### src/rtl/gnpu_cop_pkg.sv
// gnpu_cop_pkg: shared decode constants, op encoding and queue entry type for the coprocessor dispatch front-end
`ifndef COP_INST_WIDTH
`define COP_INST_WIDTH 32
`endif
`ifndef COP_REG_WIDTH
`define COP_REG_WIDTH 32
`endif
package gnpu_cop_pkg;
    localparam int COP_REG_W = `COP_REG_WIDTH;
    localparam logic [6:0] COP_OPCODE_TENSOR = 7'b0101011;
    localparam logic [2:0] F3_PRELOADC   = 3'b001;
    localparam logic [2:0] F3_PRELOADA   = 3'b100;
    localparam logic [2:0] F3_TMMA       = 3'b010;
    localparam logic [2:0] F3_POSTSTOREC = 3'b011;
    localparam int RESP_ILLEGAL_BIT = 0;
    localparam int RESP_F3_LSB      = 1;
    localparam int RESP_F3_MSB      = 3;
    typedef enum logic [1:0] {OP_PRELOADC, OP_PRELOADA, OP_TMMA, OP_POSTSTOREC} cop_op_e;
    typedef struct packed {
        cop_op_e              op;
        logic [COP_REG_W-1:0] rs1;
        logic [COP_REG_W-1:0] rs2;
        logic [COP_REG_W-1:0] rs3;
    } cop_entry_t;
    function automatic cop_op_e f3_to_op(input logic [2:0] f3);
        return f3 == F3_PRELOADA ? OP_PRELOADA : f3 == F3_TMMA ? OP_TMMA :
               f3 == F3_POSTSTOREC ? OP_POSTSTOREC : OP_PRELOADC;
    endfunction
endpackage

### src/rtl/gnpu_cop_fifo.sv
// gnpu_cop_fifo: in-order instruction queue with wrap-bit pointers for full/empty
module gnpu_cop_fifo
    import gnpu_cop_pkg::*;
#(
    parameter int DEPTH = 4
) (
    input  logic       clk,
    input  logic       rst_n,
    input  logic       push_i,
    input  cop_entry_t entry_i,
    input  logic       pop_i,
    output cop_entry_t head_o,
    output logic       full_o,
    output logic       empty_o
);
    localparam int AW = $clog2(DEPTH);
    cop_entry_t mem_q [DEPTH];
    logic [AW:0] wr_q, wr_d, rd_q, rd_d;
    assign full_o  = (wr_q ^ rd_q) == {1'b1, {AW{1'b0}}};
    assign empty_o = wr_q == rd_q;
    assign head_o  = mem_q[rd_q[AW-1:0]];
    always_comb begin
        wr_d = push_i && !full_o ? wr_q + 1'b1 : wr_q;
        rd_d = pop_i && !empty_o ? rd_q + 1'b1 : rd_q;
    end
    always_ff @(posedge clk or negedge rst_n) begin
        if (!rst_n) begin
            wr_q <= '0;
            rd_q <= '0;
        end else begin
            wr_q <= wr_d;
            rd_q <= rd_d;
        end
    end
    always_ff @(posedge clk) begin
        if (push_i && !full_o) mem_q[wr_q[AW-1:0]] <= entry_i;
    end
endmodule

### src/rtl/gnpu_cop_dispatch.sv
// gnpu_cop_dispatch: decodes custom-1 tensor requests, queues them in order and issues to load/MMA/store engines under class hazards
module gnpu_cop_dispatch
    import gnpu_cop_pkg::*;
#(
    parameter int QUEUE_DEPTH = 4,
    parameter int MAX_OUTST   = 3
) (
    input  logic                        clk,
    input  logic                        rst_n,
    input  logic                        cpu_tpu_req_vld_i,
    output logic                        cpu_tpu_req_rdy_o,
    input  logic [`COP_INST_WIDTH-1:0]  cpu_tpu_req_insn_i,
    input  logic [`COP_REG_WIDTH-1:0]   cpu_tpu_req_rs1_data_i,
    input  logic [`COP_REG_WIDTH-1:0]   cpu_tpu_req_rs2_data_i,
    input  logic [`COP_REG_WIDTH-1:0]   cpu_tpu_req_rs3_data_i,
    output logic                        cpu_tpu_resp_vld_o,
    input  logic                        cpu_tpu_resp_rdy_i,
    output logic [`COP_REG_WIDTH-1:0]   cpu_tpu_resp_data_o,
    output logic                        ld_vld_o,
    input  logic                        ld_rdy_i,
    output logic                        ld_is_a_o,
    output logic [`COP_REG_WIDTH-1:0]   ld_rs1_o,
    output logic [`COP_REG_WIDTH-1:0]   ld_rs2_o,
    output logic [`COP_REG_WIDTH-1:0]   ld_rs3_o,
    input  logic                        ld_done_i,
    output logic                        mma_vld_o,
    input  logic                        mma_rdy_i,
    output logic [`COP_REG_WIDTH-1:0]   mma_rs1_o,
    output logic [`COP_REG_WIDTH-1:0]   mma_rs2_o,
    input  logic                        mma_done_i,
    output logic                        st_vld_o,
    input  logic                        st_rdy_i,
    output logic [`COP_REG_WIDTH-1:0]   st_rs1_o,
    output logic [`COP_REG_WIDTH-1:0]   st_rs2_o,
    output logic [`COP_REG_WIDTH-1:0]   st_rs3_o,
    input  logic                        st_done_i,
    output logic                        idle_o
);
    localparam int CW = $clog2(MAX_OUTST + 1);
    localparam logic [CW-1:0] CNT_MAX = CW'(MAX_OUTST);
    logic [2:0] f3;
    logic legal, req_fire, push, pop, full, empty, unused_insn;
    cop_entry_t entry, head;
    logic resp_vld_q, resp_vld_d;
    logic [COP_REG_W-1:0] resp_data_q, resp_data_d, resp_new;
    logic [CW-1:0] ld_cnt_q, ld_cnt_d, mma_cnt_q, mma_cnt_d, st_cnt_q, st_cnt_d;
    function automatic logic [CW-1:0] cnt_next(input logic [CW-1:0] cnt, input logic inc, input logic done);
        logic dec;
        dec = done && cnt != '0;
        return inc && !dec ? cnt + 1'b1 : !inc && dec ? cnt - 1'b1 : cnt;
    endfunction
    assign f3          = cpu_tpu_req_insn_i[14:12];
    assign unused_insn = ^{cpu_tpu_req_insn_i[31:15], cpu_tpu_req_insn_i[11:7]};
    assign legal       = cpu_tpu_req_insn_i[6:0] == COP_OPCODE_TENSOR &&
                         (f3 == F3_PRELOADC || f3 == F3_PRELOADA || f3 == F3_TMMA || f3 == F3_POSTSTOREC);
    // rst_n gates ready so the CPU sees no acceptance while reset is held
    assign cpu_tpu_req_rdy_o = rst_n && !full && (!resp_vld_q || cpu_tpu_resp_rdy_i);
    assign req_fire = cpu_tpu_req_vld_i && cpu_tpu_req_rdy_o;
    assign push     = req_fire && legal;
    assign entry    = '{op: f3_to_op(f3), rs1: cpu_tpu_req_rs1_data_i,
                        rs2: cpu_tpu_req_rs2_data_i, rs3: cpu_tpu_req_rs3_data_i};
    gnpu_cop_fifo #(.DEPTH(QUEUE_DEPTH)) u_fifo (
        .clk     (clk),
        .rst_n   (rst_n),
        .push_i  (push),
        .entry_i (entry),
        .pop_i   (pop),
        .head_o  (head),
        .full_o  (full),
        .empty_o (empty)
    );
    assign ld_vld_o  = !empty && (head.op == OP_PRELOADC || head.op == OP_PRELOADA) &&
                       st_cnt_q == '0 && ld_cnt_q < CNT_MAX;
    assign mma_vld_o = !empty && head.op == OP_TMMA && ld_cnt_q == '0 && mma_cnt_q < CNT_MAX;
    assign st_vld_o  = !empty && head.op == OP_POSTSTOREC && mma_cnt_q == '0 && st_cnt_q < CNT_MAX;
    assign pop       = (ld_vld_o && ld_rdy_i) || (mma_vld_o && mma_rdy_i) || (st_vld_o && st_rdy_i);
    assign ld_is_a_o = head.op == OP_PRELOADA;
    assign ld_rs1_o  = head.rs1;
    assign ld_rs2_o  = head.rs2;
    assign ld_rs3_o  = head.rs3;
    assign mma_rs1_o = head.rs1;
    assign mma_rs2_o = head.rs2;
    assign st_rs1_o  = head.rs1;
    assign st_rs2_o  = head.rs2;
    assign st_rs3_o  = head.rs3;
    assign idle_o    = empty && ld_cnt_q == '0 && mma_cnt_q == '0 && st_cnt_q == '0;
    assign cpu_tpu_resp_vld_o  = resp_vld_q;
    assign cpu_tpu_resp_data_o = resp_data_q;
    always_comb begin
        resp_new = '0;
        resp_new[RESP_ILLEGAL_BIT] = !legal;
        resp_new[RESP_F3_MSB:RESP_F3_LSB] = f3;
        resp_vld_d  = req_fire ? 1'b1 : cpu_tpu_resp_rdy_i ? 1'b0 : resp_vld_q;
        resp_data_d = req_fire ? resp_new : resp_data_q;
        ld_cnt_d    = cnt_next(ld_cnt_q, ld_vld_o && ld_rdy_i, ld_done_i);
        mma_cnt_d   = cnt_next(mma_cnt_q, mma_vld_o && mma_rdy_i, mma_done_i);
        st_cnt_d    = cnt_next(st_cnt_q, st_vld_o && st_rdy_i, st_done_i);
    end
    always_ff @(posedge clk or negedge rst_n) begin
        if (!rst_n) begin
            resp_vld_q  <= 1'b0;
            resp_data_q <= '0;
            ld_cnt_q    <= '0;
            mma_cnt_q   <= '0;
            st_cnt_q    <= '0;
        end else begin
            resp_vld_q  <= resp_vld_d;
            resp_data_q <= resp_data_d;
            ld_cnt_q    <= ld_cnt_d;
            mma_cnt_q   <= mma_cnt_d;
            st_cnt_q    <= st_cnt_d;
        end
    end
endmodule

### config.mk
export PLATFORM = sky130hd
export DESIGN_NAME = gnpu_cop_dispatch
export DESIGN_NICKNAME = d
export VERILOG_FILES = /design/src/rtl/gnpu_cop_pkg.sv /design/src/rtl/gnpu_cop_fifo.sv /design/src/rtl/gnpu_cop_dispatch.sv
export SDC_FILE = /design/constraint.sdc
export NUM_CORES = 1
export LEC_CHECK = 0
export CORE_MARGIN = 2
export CORE_UTILIZATION = 50
export CTS_BUF_LIST = sky130_fd_sc_hd__clkbuf_8
export DETAILED_ROUTE_END_ITERATION = 10
export PLACE_DENSITY = 0.85
export SLEW_MARGIN = 15
export SYNTH_ARGS = -nofsm -noshare
export SYNTH_HDL_FRONTEND = slang
export SYNTH_HIERARCHICAL = 1
export SYNTH_SLANG_ARGS = --single-unit
### constraint.sdc
create_clock -name clk -period 6.4 [get_ports clk]
set_clock_uncertainty 0.2 [all_clocks]
set_input_delay 1.28 -clock clk [delete_from_list [all_inputs] [get_ports clk]]
set_output_delay 1.28 -clock clk [all_outputs]
set_load 0.05 [all_outputs]
==> metrics.md <==
| Metric | Value |
|---|---|
| Row count | `66` |
| Via count | `8223` |
| R2R setup slack | `2600 ps` |
| Worst r2r dst | `u_fifo/mem_q[1][91]` |
| Pwr Total | `5240 µW` |
| Hold Buf Count CTS | `0` |
| GPL Wtd Cong | `0.782` |
| Max incr delay on CP | `780 ps` |
| Clk pwr share | `36.6%` |
| Detailed Route Iter0 Violations | `423` |
| Netlist cell types | `40` |
| H-tree Lvls | `2` |
| CTS Buffer Depth | `3` |
| Finish-stage setup viols | `0` |
| Startpoint Class | `flip-flop` |
| Status | `finished, final reports clean` |
| Worst Max-Slew Pin Slew | `951 ps` |
| WS Path Type | `flip-flop to primary output` |
| # port buffers | `382` |
| Crit-path cells | `buf_4 > mux4_2 > clkdlybuf4s50_1` |
| Initial antenna violation count | `2` |
| Post-route ant nets | `0` |
| Initial Util | `51.1%` |
| Register share of total power | `57.1%` |
| Post-synthesis sequential area ratio | `72.9%` |
| Max capacitance violation total | `0` |
| CTS buffer count | `61` |
| # resized after CTS | `0` |
| Max FO, Critical Path | `48` |
| First-pass GRT wire length | `50.6 mm` |
| CP endpoint kind | `primary output` |
| Mean Syn Cell Area | `20.6 µm²` |
| Leak | `0.00682 µW` |
| GR Util met2 | `33.3%` |
| Top Ports | `433` |
| Max_slew headroom | `36.6%` |
| Wire per inst | `21.1 µm` |
| Via/cell ratio | `5.21` |
| Hold slack | `297 ps` |
| Max IR drop VDD | `192 µV` |
| Crit path DAT | `3480 ps` |
| Placed cell area | `19800 µm²` |
| Power per Cell Area | `251 nW/µm²` |
| Fmax achieved | `202 MHz` |
| Area of the die | `34900 µm²` |
| Yosys reg bits | `409` |
| Worst Path Required | `4920 ps` |
| Total track usage | `18.9%` |
| DRC viols | `0` |
| Post-CTS setup buffers | `0` |
| Clk slew on worst S/H paths | `60 ps` |
| Hold Vio Cnt, Final | `0` |
| Yosys Warn Count | `6` |
| Most common cell after layout, fill and taps aside | `edfxtp_1` |
| Reg2reg start | `u_fifo/rd_q[0]` |
| Core Box Area | `32700 µm²` |
| RSZ-0062 raised after global routing | `no` |
| Grt met3 use | `4.82%` |
| FF-to-FF path depth | `8` |
| Tcrit/Tclk final | `77.5%` |
| # clock sinks | `409` |
| Final Util | `63.8%` |
| Tmin final | `4960 ps` |
| Post-route cell area | `20900 µm²` |
| Clock Latency Late Sink | `590 ps` |
| TNS Setup | `0 ps` |
| Hold Path Sink | `cpu_tpu_resp_data_o[1]` |
| Most frequent cells in the layout | `edfxtp_1, clkdlybuf4s50_1, mux4_2` |
| WHS Path Cells | `1` |
| CP max-delay cell | `buf_4` |
| Met1 usage | `22.9%` |
| Busiest grt layer | `met2` |
| Post-Route WL | `33.4 mm` |
| TritonCTS clock tree | `built` |
| DR pass1 iterations | `5` |
| DP Wirelength | `21.5 mm` |
| Pin count of the biggest net entering global routing | `56` |
| Min-delay worst type | `flip-flop to flip-flop` |
| Die Ht | `187 µm` |
| Slew Limit Fails | `0` |
| Area growth syn-to-layout | `24.8%` |
| Nets | `1230` |
| Post-Syn Area | `16700 µm²` |
| Cells after Synth | `812` |
| Sw Ratio | `22.5%` |
| Root Buffer Master | `clkbuf_8` |
| Die width | `187 µm` |
| Number of global-route vias before repair | `8769` |
| Hold_sp | `cpu_tpu_resp_data_o[1]` |
| Total grt overflow | `0` |
| Power share of the combinational group | `6.2%` |
| Pint | `4070 µW` |
| Fillers | `2177` |
| Share of cells above drive strength 1 | `16.7%` |
| Sw power | `1180 µW` |
==> cell usage after synthesis <==
cell type | n | area share, %
inv_1 | 4 | 0.090
a21boi_0 | 1 | 0.045
nand4b_1 | 1 | 0.052
o21ai_1 | 1 | 0.030
a21oi_1 | 5 | 0.15
nor2_1 | 5 | 0.11
mux2_1 | 3 | 0.20
ha_1 | 8 | 0.60
xor2_2 | 2 | 0.19
nor4b_1 | 1 | 0.052
a221o_1 | 1 | 0.060
conb_1 | 1 | 0.022
a21oi_4 | 1 | 0.097
nor2b_1 | 4 | 0.15
nand3_1 | 2 | 0.060
and3_1 | 6 | 0.22
buf_2 | 11 | 0.33
edfxtp_1 | 392 | 70
a211oi_1 | 3 | 0.13
a31oi_1 | 1 | 0.037
and4_1 | 1 | 0.052
o31ai_1 | 5 | 0.22
nand2_1 | 6 | 0.13
a31oi_2 | 1 | 0.075
a41oi_1 | 1 | 0.052
mux4_1 | 2 | 0.31
dfrtp_1 | 17 | 2.5
o21ai_0 | 3 | 0.090
or4_4 | 1 | 0.067
and2_1 | 3 | 0.11
nor3_1 | 2 | 0.060
buf_4 | 188 | 8.4
and3b_1 | 1 | 0.052
xnor2_1 | 8 | 0.42
nand2b_1 | 3 | 0.11
nor4_1 | 1 | 0.037
mux4_2 | 96 | 13
buf_6 | 11 | 0.74
xor2_1 | 8 | 0.42
xnor2_2 | 1 | 0.097
==> power groups by stage <==
| stage | Combinational, µW | Clock (µW) | Sequential (µW) |
|---|---|---|---|
| floorplan | 191 | 0 | 3060 |
| global placement | 316 | 0 | 3050 |
| detailed placement | 329 | 0 | 3050 |
| CTS | 330 | 1980 | 3000 |
| global route | 348 | 2080 | 3000 |
| finish | 327 | 1920 | 3000 |
==> layout make-up <==
cell class	instances	area (µm²)	share of cell area (%)
diodes	1	2.50	0.0120
clock buffers	61	840	4.02
clock inverters	53	272	1.30
inverters	4	15.0	0.0719
multi-input cells	216	3050	14.6
flip-flops and latches	409	12200	58.5
well taps	442	553	2.65
repair buffers	392	3940	18.9
==> registers in the layout, summed over array words and instances (netlist names) <==
| register | flops |
|---|---|
| cpu_tpu_resp_data_o | 4 |
| ld_cnt_q | 2 |
| u_fifo/wr_q | 3 |
| cpu_tpu_resp_vld_o | 1 |
| u_fifo/rd_q | 3 |
| mma_cnt_q | 2 |
| u_fifo/mem_q | 392 |
| st_cnt_q | 2 |
==> cell families after synthesis <==
family	count (synthesis)	synth area share [%]
adders and majority gates	8	0.599
other	1	0.0224
muxes	101	13.4
and+or+nand+nor	37	1.28
buffers and inverters	214	9.60
AOI/OAI and AO/OA	23	0.995
xor gates and xnor gates	19	1.13
DFF	409	72.9
==> worst max path at each step <==
stage	endpoint	slack, ps	start
after floorplan	u_fifo/mem_q[3][0]	640	cpu_tpu_req_insn_i[6]
after global placement	cpu_tpu_req_rdy_o	1700	rst_n
after detailed placement	u_fifo/mem_q[2][75]	1670	rst_n
after CTS	ld_rs1_o[18]	1290	u_fifo/rd_q[0]
after global routing	ld_rs1_o[18]	1150	u_fifo/rd_q[0]
final	mma_rs2_o[10]	1440	u_fifo/rd_q[0]
==> routing by layer <==
metal,wire [µm],vias to the layer above
met3,2630,56
met5,0,-
met2,17300,409
met4,783,0
met1,12700,4189
li1,-,3569
==> stage by stage <==
step / worst slack (ps) / std cells
after floorplan: 635 / 839
after global placement: 1700 / 1463
after detailed placement: 1670 / 1463
after CTS: 1290 / 1577
after global routing: 1150 / 1577
final: 1440 / 1578
==> critical path: cells and delay by family (launching register included) <==
kind	cells	cell delay (ps)
flops	1	640
mux	1	650
buf+inv	2	1530
Note: power is estimated with default switching activity, not from simulation.
